`config.mk`:
```
export PLATFORM = sky130hd
export DESIGN_NAME = pix_packer
export DESIGN_NICKNAME = d
export VERILOG_FILES = /design/src/rtl/pix_packer_pkg.sv /design/src/rtl/pix_packer_word_assembler.sv /design/src/rtl/pix_packer.sv
export SDC_FILE = /design/constraint.sdc
export NUM_CORES = 1
export LEC_CHECK = 0
export CORE_ASPECT_RATIO = 1.5
export CORE_MARGIN = 5
export CORE_UTILIZATION = 55
export DETAILED_ROUTE_END_ITERATION = 8
export GPL_TIMING_DRIVEN = 1
export HOLD_SLACK_MARGIN = 0.1
export PLACE_DENSITY = 0.83
export SYNTH_ARGS = -nofsm -noshare
export SYNTH_HDL_FRONTEND = slang
export SYNTH_HIERARCHICAL = 1
export SYNTH_SLANG_ARGS = --single-unit
```
`constraint.sdc`:
```
create_clock -name wr_clk -period 7.1 [get_ports wr_clk]
set_input_delay 1.065 -clock wr_clk [delete_from_list [all_inputs] [get_ports wr_clk]]
set_output_delay 1.065 -clock wr_clk [all_outputs]
set_load 0.02 [all_outputs]
```
`src/rtl/pix_packer_pkg.sv`:
```
// ---------------------------------------------------------------------------
// pix_packer_pkg
// Shared definitions for the pixel packer:
//   - FSM state encoding (WAIT_SOF, PACK)
//   - active-low strobe levels (ASSERT_L / DEASSERT_L)
//   - helpers for pixels-per-word and slot-index width
// ---------------------------------------------------------------------------
package pix_packer_pkg;

  localparam logic [0:0] WAIT_SOF = 1'b0;
  localparam logic [0:0] PACK     = 1'b1;

  localparam logic ASSERT_L   = 1'b0;
  localparam logic DEASSERT_L = 1'b1;

  // Pixels packed into one frame-buffer word.
  function automatic int calc_ppw(input int data_width, input int pix_width);
    return data_width / pix_width;
  endfunction

  // Width of the slot index; at least one bit even when a word holds one pixel.
  function automatic int calc_idx_w(input int ppw);
    return (ppw > 1) ? $clog2(ppw) : 1;
  endfunction

endpackage

```
`src/rtl/pix_packer_word_assembler.sv`:
```
// ---------------------------------------------------------------------------
// word_assembler
// Collects pixels into a DATA_WIDTH word, pixel 0 in the lowest slice.
// The word being built is kept with unfilled slots at zero, so a word closed
// early by the end of a frame is already zero-padded.
// Ports:
//   wr_clk     clock
//   reset      synchronous, active-high
//   restart    discard the partial word; an accompanying pixel goes to slot 0
//   pix_in     accept pix_data this cycle
//   pix_data   pixel value
//   frame_end  the accepted pixel is the last one of the frame
//   word_done  (comb) the accepted pixel completes a word
//   word_data  (comb) the completed word, valid while word_done = 1
// ---------------------------------------------------------------------------
module word_assembler
  import pix_packer_pkg::*;
#(
  parameter int PIX_WIDTH  = 8,
  parameter int DATA_WIDTH = 32
) (
  input  logic                  wr_clk,
  input  logic                  reset,
  input  logic                  restart,
  input  logic                  pix_in,
  input  logic [PIX_WIDTH-1:0]  pix_data,
  input  logic                  frame_end,
  output logic                  word_done,
  output logic [DATA_WIDTH-1:0] word_data
);

  localparam int PPW   = calc_ppw(DATA_WIDTH, PIX_WIDTH);
  localparam int IDX_W = calc_idx_w(PPW);
  localparam logic [IDX_W-1:0] LAST_SLOT = IDX_W'(PPW - 1);

  logic [IDX_W-1:0]      slot_q;
  logic [IDX_W-1:0]      slot_eff;
  logic [DATA_WIDTH-1:0] word_q;

  // NOTE: every output of a combinational block gets a value before any
  // conditional update, so no path leaves it unassigned and no latch appears.
  always_comb begin
    slot_eff  = restart ? '0 : slot_q;
    word_data = restart ? '0 : word_q;
    for (int i = 0; i < PPW; i++) begin
      if (slot_eff == IDX_W'(i)) begin
        word_data[i*PIX_WIDTH +: PIX_WIDTH] = pix_data;
      end
    end
    word_done = pix_in && ((slot_eff == LAST_SLOT) || frame_end);
  end

  // NOTE: state is updated with non-blocking assignments only, so every
  // register sees the pre-edge values of the others regardless of order.
  always_ff @(posedge wr_clk) begin
    if (reset) begin
      slot_q <= '0;
      word_q <= '0;
    end else if (pix_in) begin
      if (word_done) begin
        slot_q <= '0;
        word_q <= '0;
      end else begin
        slot_q <= slot_eff + IDX_W'(1);
        word_q <= word_data;
      end
    end else if (restart) begin
      slot_q <= '0;
      word_q <= '0;
    end
  end

endmodule

```
`src/rtl/pix_packer.sv`:
```
// ---------------------------------------------------------------------------
// pix_packer
// Frame-buffer write front end: packs DATA_WIDTH/PIX_WIDTH pixels per word,
// pads the last word of a frame, issues a one-cycle active-low write strobe,
// holds one word while the buffer is busy and flags dropped words.
// Optional statistics counters are enabled by defining PIX_PACKER_STATS_EN.
// Ports:
//   wr_clk      clock
//   reset       synchronous, active-high
//   vsync       start of frame (one cycle)
//   pix_valid   pix_data valid
//   pix_data    pixel
//   buf_ready   frame buffer can accept a write
//   wr_en_out   active-low write strobe, one cycle per word
//   data_out    word to write, held until the next emit
//   frame_done  pulse with the strobe of the frame's final word
//   overflow    sticky, a completed word was dropped
//   frame_cnt   (PIX_PACKER_STATS_EN) saturating count of frame_done pulses
//   drop_cnt    (PIX_PACKER_STATS_EN) saturating count of dropped words
// ---------------------------------------------------------------------------
module pix_packer
  import pix_packer_pkg::*;
#(
  parameter int PIX_WIDTH  = 8,
  parameter int DATA_WIDTH = 32,
  parameter int FRAME_PIX  = 64,
  parameter int CNT_WIDTH  = 16
) (
  input  logic                  wr_clk,
  input  logic                  reset,
  input  logic                  vsync,
  input  logic                  pix_valid,
  input  logic [PIX_WIDTH-1:0]  pix_data,
  input  logic                  buf_ready,
  output logic                  wr_en_out,
  output logic [DATA_WIDTH-1:0] data_out,
  output logic                  frame_done,
  output logic                  overflow
`ifdef PIX_PACKER_STATS_EN
  ,
  output logic [15:0]           frame_cnt,
  output logic [15:0]           drop_cnt
`endif
);

  localparam logic [CNT_WIDTH-1:0] LAST_PIX = CNT_WIDTH'(FRAME_PIX - 1);

  logic [0:0]            state_q;
  logic [CNT_WIDTH-1:0]  pix_cnt_q;
  logic [CNT_WIDTH-1:0]  cnt_eff;
  logic                  pend_q;
  logic                  pend_last_q;
  logic [DATA_WIDTH-1:0] pend_data_q;

  logic                  pix_in;
  logic                  frame_end;
  logic                  word_done;
  logic [DATA_WIDTH-1:0] word_data;
  logic                  word_last;
  logic                  emit_pend;
  logic                  emit_direct;
  logic                  drop;
  logic                  to_pend;
  logic                  frame_done_nxt;

  // vsync is honoured in both states, so a pixel alongside it is always
  // pixel 0 of a fresh frame.
  always_comb begin
    cnt_eff     = vsync ? '0 : pix_cnt_q;
    pix_in      = pix_valid && (vsync || (state_q == PACK));
    frame_end   = (cnt_eff == LAST_PIX);
    word_last   = word_done && frame_end;
    // A pending word always goes first; a word completing on the same edge
    // takes over the slot it frees.
    emit_pend   = pend_q && buf_ready;
    emit_direct = word_done && buf_ready && !pend_q;
    drop        = word_done && pend_q && !buf_ready;
    to_pend     = word_done && !emit_direct && !drop;
    // A dropped final word still marks the end of the frame.
    frame_done_nxt = (emit_pend && pend_last_q) || (emit_direct && word_last) ||
                     (drop && word_last);
  end

  word_assembler #(
    .PIX_WIDTH  (PIX_WIDTH),
    .DATA_WIDTH (DATA_WIDTH)
  ) u_word_assembler (
    .wr_clk    (wr_clk),
    .reset     (reset),
    .restart   (vsync),
    .pix_in    (pix_in),
    .pix_data  (pix_data),
    .frame_end (frame_end),
    .word_done (word_done),
    .word_data (word_data)
  );

  always_ff @(posedge wr_clk) begin
    if (reset) begin
      state_q     <= WAIT_SOF;
      pix_cnt_q   <= '0;
      pend_q      <= 1'b0;
      pend_last_q <= 1'b0;
      // NOTE: the pending data register is reset as well; it is a single
      // word, not a memory array, and keeps data_out fully deterministic.
      pend_data_q <= '0;
      wr_en_out   <= DEASSERT_L;
      data_out    <= '0;
      frame_done  <= 1'b0;
      overflow    <= 1'b0;
    end else begin
      if (word_last) begin
        state_q <= WAIT_SOF;
      end else if (vsync) begin
        state_q <= PACK;
      end

      if (word_last) begin
        pix_cnt_q <= '0;
      end else if (pix_in) begin
        pix_cnt_q <= cnt_eff + CNT_WIDTH'(1);
      end else if (vsync) begin
        pix_cnt_q <= '0;
      end

      wr_en_out  <= DEASSERT_L;
      frame_done <= frame_done_nxt;
      if (emit_pend) begin
        wr_en_out <= ASSERT_L;
        data_out  <= pend_data_q;
      end else if (emit_direct) begin
        wr_en_out <= ASSERT_L;
        data_out  <= word_data;
      end

      if (to_pend) begin
        pend_q      <= 1'b1;
        pend_data_q <= word_data;
        pend_last_q <= word_last;
      end else if (emit_pend) begin
        pend_q <= 1'b0;
      end

      if (drop) begin
        overflow <= 1'b1;
      end
    end
  end

`ifdef PIX_PACKER_STATS_EN
  always_ff @(posedge wr_clk) begin
    if (reset) begin
      frame_cnt <= '0;
      drop_cnt  <= '0;
    end else begin
      if (frame_done_nxt && (frame_cnt != 16'hFFFF)) begin
        frame_cnt <= frame_cnt + 16'd1;
      end
      if (drop && (drop_cnt != 16'hFFFF)) begin
        drop_cnt <= drop_cnt + 16'd1;
      end
    end
  end
`endif

endmodule
```
## Word level (Yosys, flattened, before mapping)

Index checks and enable logic that the tools add are counted.

| word-level totals | value |
|---|---|
| register bits | 120 |
| input bits | 13 |
| output and inout bits | 35 |
| word-level logic and storage cells | 60 |

| operators by class | value |
|---|---|
| add/subtract/negate cells | 2 |
| eq/ne operators | 4 |
| muxes and demuxes | 18 |
| reduce and logical (&&, ||, !) cells | 25 |

Operators with widths:

| kind | number |
|---|---|
| $mux 32 | 5 |
| $mux 16 | 2 |
| $mux 8 | 4 |
| $add 16x1->16 const B | 1 |
| $eq 16x6->1 const B | 1 |
| $logic_and 1x1->1 | 13 |
| $mux 2 | 3 |
| $eq 2x2->1 const B | 2 |
| $logic_not 1->1 | 4 |
| $logic_or 1x1->1 | 4 |
| $mux 1 | 4 |
| $reduce_bool 2->1 | 2 |
| $add 2x1->2 const B | 1 |
| $eq 2x1->1 const B | 1 |
| $logic_not 2->1 | 1 |
| $reduce_or 2->1 | 1 |

## Logic depth before layout (Yosys ltp)

| depth | value |
|---|---|
| depth after elaboration | 10 |
| gate-level depth with buffers | 15 |
| mapped depth without buffers | 11 |

## Hierarchy

The synthesis kept the hierarchy.

By module, submodules not included:

| module | times used | cells an instance | area an instance (µm²) | seq. area each (µm²) |
|---|---|---|---|---|
| pix_packer | 1 | 459 | 3657.3 | 1721.7 |
| word_assembler | 1 | 189 | 1687.9 | 680.7 |

## Worst setup path after synthesis

Ideal clock, no wire load.

| timing | value |
|---|---|
| path type | in2reg |
| start point | input vsync |
| end point | register pend_data_q[22] |
| setup time | 0.070 ns |
| arrival | 3.690 ns |
| required time | 7.030 ns |
| slack | 3.340 ns |
| stages | 14 |
| path buffers | 4 |
| cells stage by stage | buf_6 buf_2 nor2b_1 ha_1 and3b_2 o2111a_1 and4_1 inv_1 a21boi_0 clkbuf_1 nor3b_2 clkbuf_1 nand2_1 a21oi_1 |

| between the ends | value |
|---|---|
| cells in the longest elaborated chain, start to end | 9 |
| elaborated cells on any way between the ends | 19 |
| classes of those cells | 3 x eq/ne; 4 x mux; 12 x reduce/logical |

RTL lines:

| what | line | source |
|---|---|---|
| start: declaration | pix_packer.sv:31 | `input logic vsync,` |
| $mux 16 * | n/a |  |
| $eq 16x6->1 * | pix_packer.sv:71 | `frame_end = (cnt_eff == LAST_PIX);` |
| net frame_end | pix_packer.sv:56 | `logic frame_end;` |
| $logic_or 1x1->1 * | pix_packer_word_assembler.sv:50 | `word_done = pix_in && ((slot_eff == LAST_SLOT) \|\| frame_end);` |
| $logic_and 1x1->1 * | pix_packer_word_assembler.sv:50 |  |
| net word_done | pix_packer.sv:57 | `logic word_done;` |
| $logic_and 1x1->1 (2 in a row) | pix_packer.sv:76 | `emit_direct = word_done && buf_ready && !pend_q;` |
| $logic_not 1->1 | pix_packer.sv:78 | `to_pend = word_done && !emit_direct && !drop;` |
| $logic_and 1x1->1 | pix_packer.sv:78 |  |
| $logic_and 1x1->1 * | pix_packer.sv:78 |  |
| end signal: assignment | pix_packer.sv:138 | `pend_data_q <= word_data;` |
| end: declaration | pix_packer.sv:53 | `logic [DATA_WIDTH-1:0] pend_data_q;` |

The timed path passes the listed nets; every way through them passes the cells marked *.
A chain may end at the register's enable or synchronous reset.

## Final worst setup path

| timing | value |
|---|---|
| start point | input vsync |
| end point | register data_out[5] |

| between the ends | value |
|---|---|
| cells in the longest elaborated chain, start to end | 7 |
| elaborated cells on any way between the ends | 16 |
| classes of those cells | 2 x eq/ne; 6 x mux; 8 x reduce/logical |

RTL lines:

| what | line | source |
|---|---|---|
| $mux 16 | n/a |  |
| $eq 16x6->1 | pix_packer.sv:71 |  |
| net frame_end | pix_packer.sv:56 |  |
| $logic_or 1x1->1 | pix_packer_word_assembler.sv:50 |  |
| $logic_and 1x1->1 | pix_packer_word_assembler.sv:50 |  |
| net word_done | pix_packer.sv:57 |  |
| $logic_and 1x1->1 (2 in a row) | pix_packer.sv:76 |  |
| $reduce_bool 2->1 (no line) | n/a |  |
| end signal: assignment | pix_packer.sv:130 | `data_out <= pend_data_q;` |
| end signal: assignment | pix_packer.sv:133 | `data_out <= word_data;` |
| end: declaration | pix_packer.sv:36 | `output logic [DATA_WIDTH-1:0] data_out,` |

The timed path passes the listed nets, and every way through them passes these cells. The select of a mux whose other input is x is not followed.

==> impl_results.md <==
* DR vias at 4,805
* Setup violators final at 0
* Leak at 2.10 nW
* Post-synth top area share at 44.9%
* Layout area overhead at 18.8%
* EDFF count, synth at 0
* Die Height at ~130 um
* Netlist cell types at 56
* P per Cell Area at about 260 nW/um2
* Root Driver: clkbuf_16
* Crit path required time at roughly 7.4 ns
* Setup TNS at 0 ns
* Drc violations at 0
* Vias in the first global route at 4,535
* RSZ-0062 raised after global routing: false
* CP Class: in2reg
* Synth top area cells: dfxtp_1 45%, nand2_1 9.6%, a21oi_1 5.7%
* Final period utilization at approximately two thirds
* Hold Worst Slack at approximately 0.45 ns
* R2R cell count at 12
* Initial antenna violation count at 0
* Clk buf depth at 2
* Syn Inst Count at 648
* Yosys warnings at 6
* Crit path cell chain: clkdlybuf4s50_1 -> buf_4 -> and2b_1 -> ha_1 -> and3b_2 -> o2111a_1 -> and4_1 -> inv_1 -> a21boi_0 -> buf_4 -> nor2_1 -> nor2_4 -> nor2_1 -> a311oi_1
* Largest net degree at the start of global routing at 80
* ANT cells at 0
* Worst-skew pair later-pin latency at between 0.4 and 0.5 ns
* Post-Syn Nets at 662
* Remaining Overflow, GRT at 0
* Sequential fraction of the synthesis area at 44.9%
* IO buf count at 47
* FF-to-FF setup slack at between 3 and 4 ns
* Maxcap violations at 0
* ANT nets after route at 0
* Crit path time final at 4.69 ns
* Most common cell in the synthesized netlist: nand2_1
* Die Area at ~12,000 um2
* Rows at 44
* Average wire per standard cell at about 17 um
* GRT Overall Usage at 22.1%
* Crit start category: input port
* Drt pass-1 iters at 6
* CP max stage delay at a little over 0.9 ns
* Status: complete, no violations
* Detailed Route Iter0 Violations at 491
* Global-route wire length before repair at about 22,000 um
* Final nets at a little under 700
* Max Freq at approximately 0.21 GHz
* Worst path depth at 14
* CP max stage cell: nor2_4
* CP delay by family, top: simple AND/OR/NAND/NOR gates
* Starting Density at between 50% and 60%
* Commonest cells post-synth: 136 x nand2_1, 120 x dfxtp_1, 61 x a21oi_1
* Synth area leader: dfxtp_1
* TritonCTS Sinks at between 100 and 150
* Setup bufs post-CTS at 0
* Clock Pin Slew Worst Setup and Hold Paths at around 0.050 ns
* Resize count post-CTS at 0
* CTS tree: yes
* Gp weighted congestion at 0.856
* H-tree depth at 4
* Max-slew headroom at a little under a fifth
* Worst Path Max Fanout at 60
* Vias per cell at 6.04
* Final HPWL DP at 8250 um
* Fraction of layout cells with a size suffix above 1 at ~8.4%
* R2r endpoint: data_out[5]
* Core region area at about 9600 um2
* Post-Syn Area at between 5000 and 6000 um2
* Syn avg cell area at 8.25 um2
* Hold Vio Cnt, Final at 0
* Endpoint class of the critical path: flop
* FFs w/ async S/R, synth at 0%
* Die W at roughly 90 um
* Crit. Startpoint: vsync
* Seq cells post-synth at 120
* Hold crit path type: reg2reg
* DRT Wirelength at ~13,000 um
* Buf+Inv Stages, Crit Path at 4
* Io pins at between 40 and 50
* WP data arrival at roughly 5.0 ns
* Final Max Slew Viols at 0
* Worst R2R Start: pix_cnt_q[0]
* Layout Skew at between 0.007 and 0.008 ns
* CP endpoint: data_out[5]
* Post-CTS Hold Buffers at 0
* Worst Tran Pin Value at ~1.2 ns
* CTS buffer count at 17
* Ys flop type: dfxtp_1
* VDD IR-drop max at 0.237 mV
[stage by stage]
step	total power [mW]	util (%)	setup slack [ns]	instances	cell area [um2]
3_5_place_dp	0.761	60.0	2.12	765	5740
6_report	1.64	66.3	2.41	796	6350
4_1_cts	1.64	66.3	2.48	796	6350
3_3_place_gp	0.759	60.0	2.21	765	5740
5_1_grt	1.69	66.3	2.11	796	6350
2_1_floorplan	0.741	-	3.34	648	5350
[sequential cells by signal (all words and copies together), names as in the netlist]
name                     count
overflow                     1
frame_done                   1
pend_data_q                 32
u_word_assembler/word_q     32
wr_en_out                    1
pend_last_q                  1
u_word_assembler/slot_q      2
pend_q                       1
state_q                      1
pix_cnt_q                   16
data_out                    32
[cells by family (layout without fill, tap and decap cells)]
| family | count (synthesis) | after routing | synth area share, % |
|---|---|---|---|
| DFF | 120 | 120 | 44.9 |
| adders and majority gates | 1 | 1 | 0.234 |
| buffers and inverters | 65 | 98 | 5.97 |
| muxes | 9 | 9 | 1.90 |
| xor gates and xnor gates | 9 | 9 | 1.47 |
| AOI/OAI and AO/OA | 144 | 144 | 18.3 |
| and+or+nand+nor | 300 | 300 | 27.2 |
[area by class of cell]
type                            count  area, um2
Multi-Input combinational cell    463       2630
Inverter                           13       48.8
Clock buffer                       19        433
Tap cell                          115        144
Timing Repair Buffer               54        518
Sequential cell                   120       2400
Fill cell                         768       3230
Clock inverter                     12        175
[worst register-to-register path: stages, from the launching register on]
cell and delay, ns:
dfxtp_1 0.33, nor2b_1 0.22, ha_1 0.23, and3b_2 0.24, o2111a_1 0.29, and4_1 0.36, inv_1 0.06, a21boi_0 0.15
buf_4 0.19, nor2_1 0.09, nor2_4 0.93, nor2_1 0.15, a311oi_1 0.29
[per-layer routing]
metal,vias up,part of all wire (%),track usage [%]
met5,-,0,0
met4,0,2.0,7.89
li1,2309,-,-
met3,26,4.7,5.96
met2,158,54,41.2
met1,2312,40,23.9
[worst min-delay path by stage]
stage / from / to / slack, ns / cells after the start
finish: pend_data_q[26] / pend_data_q[26] / 0.45 / 2
global route: pend_data_q[12] / pend_data_q[12] / 0.48 / 2
CTS: pend_data_q[19] / pend_data_q[19] / 0.45 / 2
detailed placement: pend_data_q[19] / pend_data_q[19] / 0.45 / 2
global placement: pend_last_q / pend_last_q / 0.44 / 2
floorplan: pend_last_q / pend_last_q / 0.43 / 2
[cells in the final DEF, fill, tap and decap left out, drive strengths merged, types with 4 or more instances in the layout]
cell type	n
mux2	9
a32o	8
bufinv	4
nor3b	10
nand3	36
nor2b	5
buf	8
nor2	58
nor4	4
nand3b	9
xnor2	8
a311oi	30
a21oi	61
o21ai	18
nand2b	10
nand2	136
or3	7
dfxtp	120
clkbuf	19
nand4	4
clkdlybuf4s50	46
a22o	16
inv	15
[report_power, final]
part,leakage [nW],switching [mW],internal (mW)
clock,0.290,0.306,0.585
sequential,0.968,0.00384,0.678
combinational,0.838,0.0443,0.0229
No activity file was read; power rests on OpenSTA's default activity.
